File: src/rtl/mem_access_ctrl_pkg.sv
// Shared definitions for the MEM-stage load/store engine: FSM codes, access sizes,
// reset constants and the alignment rule.
package mem_access_ctrl_pkg;

  typedef logic [1:0] mem_state_t;
  typedef logic [1:0] mem_size_t;

  localparam logic [1:0] MEM_IDLE = 2'd0;
  localparam logic [1:0] MEM_REQ  = 2'd1;
  localparam logic [1:0] MEM_DONE = 2'd2;
  localparam logic [1:0] MEM_ERR  = 2'd3;

  localparam logic [1:0] MEM_SIZE_BYTE = 2'b00;
  localparam logic [1:0] MEM_SIZE_HALF = 2'b01;
  localparam logic [1:0] MEM_SIZE_WORD = 2'b10;

  localparam int MEM_TIMEOUT = 256;

  localparam logic [31:0] ZERO_WORD      = 32'h0000_0000;
  localparam logic [4:0]  ZERO_REG_ADDR  = 5'd0;
  localparam logic        WRITE_ENABLE   = 1'b1;
  localparam logic        WRITE_DISABLE  = 1'b0;

  // The reserved size code 2'b11 is never aligned, so it is reported as misaligned.
  function automatic logic access_aligned(input mem_size_t size, input logic [1:0] addr_lo);
    case (size)
      MEM_SIZE_BYTE: return 1'b1;
      MEM_SIZE_HALF: return ~addr_lo[0];
      MEM_SIZE_WORD: return (addr_lo == 2'b00);
      default:       return 1'b0;
    endcase
  endfunction

endpackage

File: src/rtl/mem_access_ctrl_if.sv
// Request/acknowledge memory bus between the MEM-stage engine (master) and memory (slave).
interface mem_access_ctrl_if;
  logic        bus_req;
  logic        bus_we;
  logic [31:0] bus_addr;
  logic [3:0]  bus_sel;
  logic [31:0] bus_wdata;
  logic        bus_ack;
  logic [31:0] bus_rdata;

  modport master (
    output bus_req, bus_we, bus_addr, bus_sel, bus_wdata,
    input  bus_ack, bus_rdata
  );

  modport slave (
    input  bus_req, bus_we, bus_addr, bus_sel, bus_wdata,
    output bus_ack, bus_rdata
  );
endinterface

File: src/rtl/mem_data_align.sv
// Combinational little-endian lane logic: lane enables and replicated store data,
// plus lane extraction and zero/sign extension of load data.
module mem_data_align
  import mem_access_ctrl_pkg::*;
(
  input  logic [1:0]  size,
  input  logic [1:0]  addr_lo,
  input  logic        sign_ext,
  input  logic [31:0] wdata_raw,
  input  logic [31:0] rdata_raw,
  output logic [3:0]  sel,
  output logic [31:0] wdata_lane,
  output logic [31:0] rdata_ext
);

  logic [7:0]  byte_v;
  logic [15:0] half_v;

  always_comb begin
    sel        = 4'b0000;
    wdata_lane = wdata_raw;
    rdata_ext  = rdata_raw;
    byte_v     = rdata_raw[{addr_lo, 3'b000} +: 8];
    half_v     = addr_lo[1] ? rdata_raw[31:16] : rdata_raw[15:0];
    case (size)
      MEM_SIZE_BYTE: begin
        sel        = 4'b0001 << addr_lo;
        wdata_lane = {4{wdata_raw[7:0]}};
        rdata_ext  = {{24{sign_ext & byte_v[7]}}, byte_v};
      end
      MEM_SIZE_HALF: begin
        sel        = addr_lo[1] ? 4'b1100 : 4'b0011;
        wdata_lane = {2{wdata_raw[15:0]}};
        rdata_ext  = {{16{sign_ext & half_v[15]}}, half_v};
      end
      MEM_SIZE_WORD: begin
        sel = 4'b1111;
      end
      default: begin
        sel = 4'b0000;
      end
    endcase
  end

endmodule

File: src/rtl/mem_access_ctrl.sv
// MEM-stage load/store engine: one req/ack bus transaction per access, pipeline stall
// while it is outstanding, and a registered write-back result for WB.
module mem_access_ctrl
  import mem_access_ctrl_pkg::*;
#(
  parameter int TIMEOUT_CYCLES = MEM_TIMEOUT,
  parameter int CNT_W          = 8
) (
  input  logic               clk,
  input  logic               rst,
  input  logic               ram_en,
  input  logic               ram_write_en,
  input  logic               ram_read_flag,
  input  logic [1:0]         mem_size,
  input  logic               mem_signed,
  input  logic [31:0]        mem_addr,
  input  logic [31:0]        mem_wdata,
  input  logic [31:0]        alu_result,
  input  logic               write_reg_en,
  input  logic [4:0]         write_reg_addr,
  mem_access_ctrl_if.master  bus,
  output logic               stall_req,
  output logic               misalign,
  output logic               bus_err,
  output logic               wb_write_reg_en,
  output logic [4:0]         wb_write_reg_addr,
  output logic [31:0]        wb_data
);

  localparam logic [CNT_W-1:0] CNT_LAST = CNT_W'(TIMEOUT_CYCLES - 1);

  logic [1:0]       state;
  logic [CNT_W-1:0] cnt;
  logic [1:0]       addr_lo_p1;
  logic [1:0]       size_p1;
  logic             signed_p1;
  logic [31:0]      rdata_p1;

  logic        aligned;
  logic [1:0]  align_size;
  logic [1:0]  align_lo;
  logic        align_sign;
  logic [3:0]  sel_c;
  logic [31:0] wdata_c;
  logic [31:0] load_data;

  assign aligned   = access_aligned(mem_size, mem_addr[1:0]);
  assign stall_req = ((state == MEM_IDLE) && ram_en && aligned) ||
                     (state == MEM_REQ) || (state == MEM_ERR);

  // Issue uses the live request; after issue the captured copy drives load extraction.
  assign align_size = (state == MEM_IDLE) ? mem_size      : size_p1;
  assign align_lo   = (state == MEM_IDLE) ? mem_addr[1:0] : addr_lo_p1;
  assign align_sign = (state == MEM_IDLE) ? mem_signed    : signed_p1;

  mem_data_align u_align (
    .size       (align_size),
    .addr_lo    (align_lo),
    .sign_ext   (align_sign),
    .wdata_raw  (mem_wdata),
    .rdata_raw  (rdata_p1),
    .sel        (sel_c),
    .wdata_lane (wdata_c),
    .rdata_ext  (load_data)
  );

  // Bus transaction FSM
  always_ff @(posedge clk or negedge rst) begin
    if (!rst) begin
      state         <= MEM_IDLE;
      cnt           <= '0;
      bus.bus_req   <= 1'b0;
      bus.bus_we    <= 1'b0;
      bus.bus_addr  <= ZERO_WORD;
      bus.bus_sel   <= 4'b0000;
      bus.bus_wdata <= ZERO_WORD;
      addr_lo_p1    <= 2'b00;
      size_p1       <= MEM_SIZE_BYTE;
      signed_p1     <= 1'b0;
      rdata_p1      <= ZERO_WORD;
      misalign      <= 1'b0;
      bus_err       <= 1'b0;
    end else begin
      misalign <= 1'b0;
      bus_err  <= 1'b0;
      case (state)
        MEM_IDLE: begin
          if (ram_en && aligned) begin
            state         <= MEM_REQ;
            cnt           <= '0;
            bus.bus_req   <= 1'b1;
            bus.bus_we    <= ram_write_en;
            bus.bus_addr  <= {mem_addr[31:2], 2'b00};
            bus.bus_sel   <= sel_c;
            bus.bus_wdata <= wdata_c;
            addr_lo_p1    <= mem_addr[1:0];
            size_p1       <= mem_size;
            signed_p1     <= mem_signed;
          end else if (ram_en) begin
            misalign <= 1'b1;
          end
        end
        MEM_REQ: begin
          if (bus.bus_ack) begin
            state       <= MEM_DONE;
            bus.bus_req <= 1'b0;
            bus.bus_we  <= 1'b0;
            rdata_p1    <= bus.bus_rdata;
          end else if (cnt == CNT_LAST) begin
            state       <= MEM_ERR;
            bus.bus_req <= 1'b0;
            bus.bus_we  <= 1'b0;
            bus_err     <= 1'b1;
          end else begin
            cnt <= cnt + 1'b1;
          end
        end
        MEM_DONE: state <= MEM_IDLE;
        MEM_ERR:  state <= MEM_IDLE;
        default:  state <= MEM_IDLE;
      endcase
    end
  end

  // Write-back register stage
  always_ff @(posedge clk or negedge rst) begin
    if (!rst) begin
      wb_write_reg_en   <= WRITE_DISABLE;
      wb_write_reg_addr <= ZERO_REG_ADDR;
      wb_data           <= ZERO_WORD;
    end else if (state == MEM_ERR) begin
      wb_write_reg_en <= WRITE_DISABLE;
    end else if (!stall_req) begin
      wb_write_reg_addr <= write_reg_addr;
      if (state == MEM_DONE) begin
        wb_write_reg_en <= ram_read_flag;
        wb_data         <= load_data;
      end else if (ram_en) begin
        // Only a misaligned access reaches here unstalled: it must not write back.
        wb_write_reg_en <= WRITE_DISABLE;
        wb_data         <= alu_result;
      end else begin
        wb_write_reg_en <= write_reg_en;
        wb_data         <= alu_result;
      end
    end
  end

endmodule

File: src/flat_wrapper.sv
// flat-port wrapper written by rule: the top's interface ports become plain ports
module mem_access_ctrl_flat import mem_access_ctrl_pkg::*;
#(
  parameter int TIMEOUT_CYCLES = MEM_TIMEOUT,
  parameter int CNT_W          = 8
)
  (clk, rst, ram_en, ram_write_en, ram_read_flag, mem_size, mem_signed, mem_addr, mem_wdata, alu_result, write_reg_en, write_reg_addr, stall_req, misalign, bus_err, wb_write_reg_en, wb_write_reg_addr, wb_data, bus_bus_req, bus_bus_we, bus_bus_addr, bus_bus_sel, bus_bus_wdata, bus_bus_ack, bus_bus_rdata);
  mem_access_ctrl_if bus_i ();
  input  logic clk;
  input  logic rst;
  input  logic ram_en;
  input  logic ram_write_en;
  input  logic ram_read_flag;
  input  logic [1:0] mem_size;
  input  logic mem_signed;
  input  logic [31:0] mem_addr;
  input  logic [31:0] mem_wdata;
  input  logic [31:0] alu_result;
  input  logic write_reg_en;
  input  logic [4:0] write_reg_addr;
  output logic stall_req;
  output logic misalign;
  output logic bus_err;
  output logic wb_write_reg_en;
  output logic [4:0] wb_write_reg_addr;
  output logic [31:0] wb_data;
  output wire logic [$bits(bus_i.bus_req)-1:0] bus_bus_req;
  output wire logic [$bits(bus_i.bus_we)-1:0] bus_bus_we;
  output wire logic [$bits(bus_i.bus_addr)-1:0] bus_bus_addr;
  output wire logic [$bits(bus_i.bus_sel)-1:0] bus_bus_sel;
  output wire logic [$bits(bus_i.bus_wdata)-1:0] bus_bus_wdata;
  input wire logic [$bits(bus_i.bus_ack)-1:0] bus_bus_ack;
  input wire logic [$bits(bus_i.bus_rdata)-1:0] bus_bus_rdata;
  assign bus_bus_req = bus_i.bus_req;
  assign bus_bus_we = bus_i.bus_we;
  assign bus_bus_addr = bus_i.bus_addr;
  assign bus_bus_sel = bus_i.bus_sel;
  assign bus_bus_wdata = bus_i.bus_wdata;
  assign bus_i.bus_ack = bus_bus_ack;
  assign bus_i.bus_rdata = bus_bus_rdata;
  mem_access_ctrl #(.TIMEOUT_CYCLES(TIMEOUT_CYCLES), .CNT_W(CNT_W)) u_core (.clk(clk), .rst(rst), .ram_en(ram_en), .ram_write_en(ram_write_en), .ram_read_flag(ram_read_flag), .mem_size(mem_size), .mem_signed(mem_signed), .mem_addr(mem_addr), .mem_wdata(mem_wdata), .alu_result(alu_result), .write_reg_en(write_reg_en), .write_reg_addr(write_reg_addr), .bus(bus_i), .stall_req(stall_req), .misalign(misalign), .bus_err(bus_err), .wb_write_reg_en(wb_write_reg_en), .wb_write_reg_addr(wb_write_reg_addr), .wb_data(wb_data));
endmodule
File: config.mk
export PLATFORM = sky130hd
export DESIGN_NAME = mem_access_ctrl_flat
export DESIGN_NICKNAME = d
export VERILOG_FILES = /design/src/rtl/mem_access_ctrl_pkg.sv /design/src/rtl/mem_access_ctrl_if.sv /design/src/rtl/mem_data_align.sv /design/src/rtl/mem_access_ctrl.sv /design/src/flat_wrapper.sv
export SDC_FILE = /design/constraint.sdc
export NUM_CORES = 1
export LEC_CHECK = 0
export ABC_AREA = 1
export CAP_MARGIN = 10
export CORE_MARGIN = 5
export CORE_UTILIZATION = 35
export CTS_CLUSTER_DIAMETER = 120
export DETAILED_ROUTE_END_ITERATION = 10
export PLACE_DENSITY_LB_ADDON = 0.3
export SYNTH_ARGS = -nofsm -noshare
export SYNTH_HDL_FRONTEND = slang
export SYNTH_SLANG_ARGS = --single-unit
File: constraint.sdc
create_clock -name clk -period 1.9 [get_ports clk]
set_input_delay 0.475 -clock clk [delete_from_list [all_inputs] [get_ports clk]]
set_output_delay 0.475 -clock clk [all_outputs]
set_load 0.02 [all_outputs]
## After elaboration in Yosys (flattened, before gate mapping)

Cells that the tools add are included.

- Add/sub/neg operators: 1
- Bitwise operators: 5
- Shifts and indexed selects: 2
- Equality and inequality tests: 13
- Muxes and demuxes: 34
- Reduce and logical (&&, ||, !) cells: 17

Operators by type and width:

| kind | number |
|---|---|
| 32-bit one-hot mux with 2 select lines | 2 |
| 32-bit two-way mux | 1 |
| 32-bit by 6-bit variable part select with 8-bit output | 1 |
| 8-bit two-way mux | 3 |
| 16-bit two-way mux | 1 |
| 8-bit one-hot mux with 2 select lines | 1 |
| 1-bit two-way mux | 15 |
| 4-bit one-hot mux with 3 select lines | 1 |
| 2-bit two-way mux | 5 |
| 8-bit by 1-bit adder with 8-bit output (second input constant) | 1 |
| 2-bit equality test (second input constant) | 4 |
| 8-bit equality test (second input constant) | 1 |
| 2-bit logical NOT | 4 |
| 2-bit AND reduction | 4 |
| 2-bit by 1-bit equality test with 1-bit output (second input constant) | 3 |
| 2-bit inequality test (second input constant) | 3 |
| 2-bit one-hot mux with 3 select lines | 1 |
| 4-bit two-way mux | 1 |
| 1-bit one-hot mux with 2 select lines | 2 |
| 4-bit AND reduction | 1 |
| 1-bit by 2-bit << shifter with 4-bit output (first input constant) | 1 |
| 1-bit logical AND | 3 |
| 3-bit inequality test (second input constant) | 1 |
| 1-bit NOT | 3 |
| 7 further kinds | 9 |

- Bits in registers: 155
- Output and inout bits: 111

## Depth between registers and ports, before layout

- Depth after elaboration: 7
- Mapped depth: 12

## Modules after synthesis

A second synthesis with hierarchy kept.

- Cell total of the unflattened synthesis: 1,053
- Area total of the unflattened synthesis: 7,886.3 um2

By module, submodules not included:

| module | cells each | area an instance (um2) | instances | seq. area each (um2) |
|---|---|---|---|---|
| mem_access_ctrl | 763 | 6,630.1 | 1 | 3,878.7 |
| mem_data_align | 290 | 1,256.2 | 1 | 0.0 |

## Worst setup path before layout

No wires, ideal clock.

- Kind: input-to-output
- Start point: input port mem_addr[1]
- End point: output port stall_req
- Cell stages on the path: 4
- Required time: 1.425 ns
- Arrival time: 1.563 ns
- Setup slack: -0.138 ns
- Path buffers: 1
- Path through: o31ai_1 -> nand2_1 -> nand2_2 -> clkbuf_1

- Word-level cells in the longest chain between the ends: 5

Ends and longest elaborated chain:

| what | line | RTL |
|---|---|---|
| start: declaration | flat_wrapper.sv:16 | `input logic [31:0] mem_addr;` |
| 2-bit logical NOT | mem_access_ctrl_pkg.sv:29 | `MEM_SIZE_WORD: return (addr_lo == 2'b00);` |
| 1-bit one-hot mux with 3 select lines | mem_access_ctrl_pkg.sv:26 | `case (size)` |
| 1-bit logical AND | mem_access_ctrl.sv:48 | `assign stall_req = ((state == MEM_IDLE) && ram_en && aligned) \|\|` |
| 1-bit logical OR | mem_access_ctrl.sv:48 |  |
| 1-bit logical OR | mem_access_ctrl.sv:49 | `(state == MEM_REQ) \|\| (state == MEM_ERR);` |
| end: declaration | flat_wrapper.sv:21 | `output logic stall_req;` |

Every way passes these cells.

## Worst setup path after layout

- Start point: register u_core.state[1]
- End point: register u_core.bus.bus_wdata[14]

- Word-level cells in the longest chain between the ends: 4

Ends and longest elaborated chain:

| what | line | RTL |
|---|---|---|
| start: declaration | mem_access_ctrl.sv:32 | `logic [1:0] state;` |
| start signal: assignment | mem_access_ctrl.sv:70 | `state <= MEM_IDLE;` |
| start signal: assignment | mem_access_ctrl.sv:89 | `state <= MEM_REQ;` |
| start signal: assignment | mem_access_ctrl.sv:105 | `state <= MEM_DONE;` |
| 2-bit logical NOT * | mem_access_ctrl.sv:52, mem_access_ctrl.sv:86 |  |
| 2-bit two-way mux | mem_access_ctrl.sv:52 | `assign align_size = (state == MEM_IDLE) ? mem_size : size_p1;` |
| 2-bit by 1-bit equality test with 1-bit output / 2-bit logical NOT (equally long branches) | mem_data_align.sv:25 | `case (size)` |
| 32-bit one-hot mux with 2 select lines | mem_data_align.sv:25 |  |
| end signal: assignment | mem_access_ctrl.sv:95 | `bus.bus_wdata <= wdata_c;` |
| end: declaration | mem_access_ctrl_if.sv:12 | `output bus_req, bus_we, bus_addr, bus_sel, bus_wdata,` |

Every way passes the cells marked *; elsewhere a longest branch is shown, timed or not.
A chain may end at the register's enable or synchronous reset.

==> reports/results.ini <==
[outcome]
outcome=complete, no violations

[logic_synthesis]
seq_area_frac_synth=0.5252
syn-mean-instance-area_um2=8.062
synth-main-ff-cell=dfrtp_1
synthesis.area_mm2=0.007385
synth-simple-area-share=0.2667
synth_top_area_frac=0.5252
synth_xor_area_frac=0.001186
synth_compound_area_frac=0.1179
synth_cell_types=35
synth_mux_area_frac=0.02440
synthAdderAreaFrac=0.001694
postSynth.asyncResetShare=1.000
ys_warn_count=0
syn_inst=916
synth_top_family_by_area=simple AND/OR/NAND/NOR gates
synthTopCellsByArea=dfrtp_1 53%, nand2_1 17%, nor2_1 4.5%
yosysTopAreaCell=dfrtp_1
ys_seq_elements=155
synth-edff-count=0

[route]
ant_nets=0
detail_route.iter0.violations=476
route.detailed.drc=0
postRouteWirelength_um=23860
routed-via-count=7129
drt-vias-per-instance=4.762
wl_per_cell_um=15.94
firstDrtPassIters=4

[clock_tree]
cts_htree_levels=4
cts_tree=built
numCtsBuffers=17
cts.sinks=155
clock-root-buffer=clkbuf_16
clk_path_buf_depth=2
cts.reportedPaths.clkPinSlew_ns=0.06
clk-insertion-delay-late_ns=0.43

[cells_and_area]
area_delta_synth_final_pct=54.93
nFillCells=1946
drive_gt1_frac=0.1466
fin_nets=1352

[sta]
period_share=0.9874
fin_crit_ns=1.876
hold_viol=0
rsz0062_at_grt=true
finalSetupViolCount=0
slew_headroom=0.6475
clock_skew_ns=0.01017
worst_pin_slew_ns=0.5287
layout_setup_ws_ns=0.02394
final_max_slew_viol_count=0
max_freq_ghz=0.5330

[worst_setup_path]
end_kind=register
worstSetupPathType=register to register
path_buf_inv=5
path_cells=inv_2 > nand2_4 > buf_6 > nand2_4 > nand2_4 > buf_4 > nor2_4 > buf_6 > clkinvlp_4 > nand2_1 > a31oi_1
critPathMaxFanout=8
required_ns=2.19
crit_family=buffers and inverters
crit_top_cell=nand2_4
cpPeakStageDelay_ns=0.44
crit_slowest_cell=dfrtp_2
crit_path_start_kind=register
critPathArrivalTime_ns=2.17

[placed_design]
globalplace.congestion=0.8529
numPortBuffers=251
post-dp-hpwl_um=17770
pre_cts_ws_ns=-0.8443

[floorplanning]
ios=254
die_area_mm2=0.02410
die_x_um=155.3
core_area_mm2=0.02089
rows=53
start_util=0.3535
die_h_um=155.3

[flow_run]
cap_violations=0

[power]
ir_drop_uv=821.0
powerDensity_mw_per_mm2=1665
p_int_mw=11.06
p_leak_nw=5.921
p_switching_mw=7.996
clkPwrFrac=0.187
sequentialPowerShare=0.304
p_comb_frac=0.509
totalPowerFinal_mw=19.05
swShare=0.4197

[grt]
antenna_found_initial=1
grt_max_degree=54
grt_pass1_vias=6972
grt_first_pass_wirelength_um=37260
overflow=0
grt_use_total=0.1948

[min_path]
hp-class=input pin to register

kinds of logic after synthesis:
logic type,Yosys count
and+or+nand+nor,486
AOI/OAI and AO/OA,157
DFF,155
buffers and inverters,99
muxes,16
adders and majority gates,1
other,1
xor gates and xnor gates,1
synthesized netlist by cell type, drive strengths merged (4+ instances only):
library cell,number
nor2,93
buf,32
a21oi,55
nor3,4
clkbuf,19
nand3,46
mux2,16
nand2,341
dfrtp,155
inv,47
o21ai,78
a31oi,18
layout make-up:
cell class,count,area (µm²),area share
antenna,1,2.502,0.0002187
clock buffer,20,456.7,0.03992
clock inverter,12,161.4,0.01411
inverter,48,192.7,0.01684
multi-input combinational,664,3166,0.2767
sequential,155,3881,0.3392
tap,275,344.1,0.03007
timing repair buffer,322,3237,0.2829
stage by stage:
step	hold slack [ns]	std cells	utilization	cell area (µm²)	setup TNS [ns]
2_1_floorplan	0.1794	917	-	7390	0
3_3_place_gp	0.3577	1451	0.5034	10520	-64.69
3_5_place_dp	0.3589	1451	0.5034	10520	-72.26
4_1_cts	0.4626	1488	0.5347	11170	-0.2747
5_1_grt	0.3807	1497	0.5477	11440	-1.336
6_report	0.3820	1497	0.5477	11440	0
state kept, by name, indices dropped and copies added (netlist names):
name	flops
u_core.bus.bus_wdata	32
u_core.bus.bus_req	1
u_core.bus_err	1
u_core.bus.bus_we	1
u_core.bus.bus_addr	30
u_core.wb_data	32
u_core.bus.bus_sel	4
u_core.cnt	8
u_core.wb_write_reg_en	1
u_core.misalign	1
u_core.wb_write_reg_addr	5
u_core.rdata_p1	32
u_core.signed_p1	1
u_core.state	2
u_core.addr_lo_p1	2
u_core.size_p1	2
worst reg2reg max path: stages (launching register included):
cell and delay (ns):
dfrtp_2 0.44, inv_2 0.09, nand2_4 0.06, buf_6 0.13, nand2_4 0.06, nand2_4 0.07, buf_4 0.15, nor2_4 0.16
buf_6 0.15, clkinvlp_4 0.21, nand2_1 0.14, a31oi_1 0.08
routing by layer:
metal,part of all wire,vias up,global-route usage
met1,0.42,3331,0.2560
met3,0.080,34,0.06120
met5,0,-,0
met4,0.024,0,0.06419
li1,-,3523,-
met2,0.47,241,0.3073
layout by cell type (no fill, tap or decap), types with 16 or more instances in the layout:
cell	count
dfrtp_1	153
nor2_1	87
nand2_1	327
a31oi_1	18
buf_4	54
dlymetal6s2s_1	49
o21ai_0	59
inv_1	37
dlygate4sd2_1	45
nand3_1	43
clkdlybuf4s50_1	153
clkbuf_16	17
mux2_2	16
a21oi_1	51
path summary, 6_finish.rpt:
kind                                            endpoint  slack [ns]  cells past startpoint               from
worst max-delay path            u_core.bus.bus_wdata[14]        0.02                     11    u_core.state[1]
worst min-delay path                   u_core.size_p1[1]        0.38                      3        mem_size[1]
worst max register to register  u_core.bus.bus_wdata[14]        0.02                     11    u_core.state[1]
worst min register to register         u_core.wb_data[8]        0.47                      2  u_core.wb_data[8]
max in group asynchronous        u_core.bus.bus_addr[20]        0.80                      3                rst
min in group asynchronous         u_core.bus.bus_addr[5]        0.47                      2                rst
repair_timing:
| item | in CTS | in global routing |
|---|---|---|
| buffers inserted | 3 | 8 |
| cloned | 1 | 0 |
| pin swaps | 4 | 9 |
| endpoints found under the setup margin | 158 | 160 |
| resized for setup | 68 | 86 |
| hold buffers | 1 | 0 |
| endpoints found under the hold margin | 22 | 0 |
power groups by stage:
| stage | clock, mW | sequential, mW | combinational, mW |
|---|---|---|---|
| final | 3.55 | 5.79 | 9.71 |
| after global routing | 3.76 | 5.99 | 10.6 |
| after CTS | 3.63 | 5.79 | 9.59 |
| after detailed placement | 0 | 5.81 | 9.76 |
| after global placement | 0 | 5.80 | 9.59 |
| after floorplan | 0 | 7.02 | 4.05 |
No activity file was read; power rests on OpenSTA's default activity.
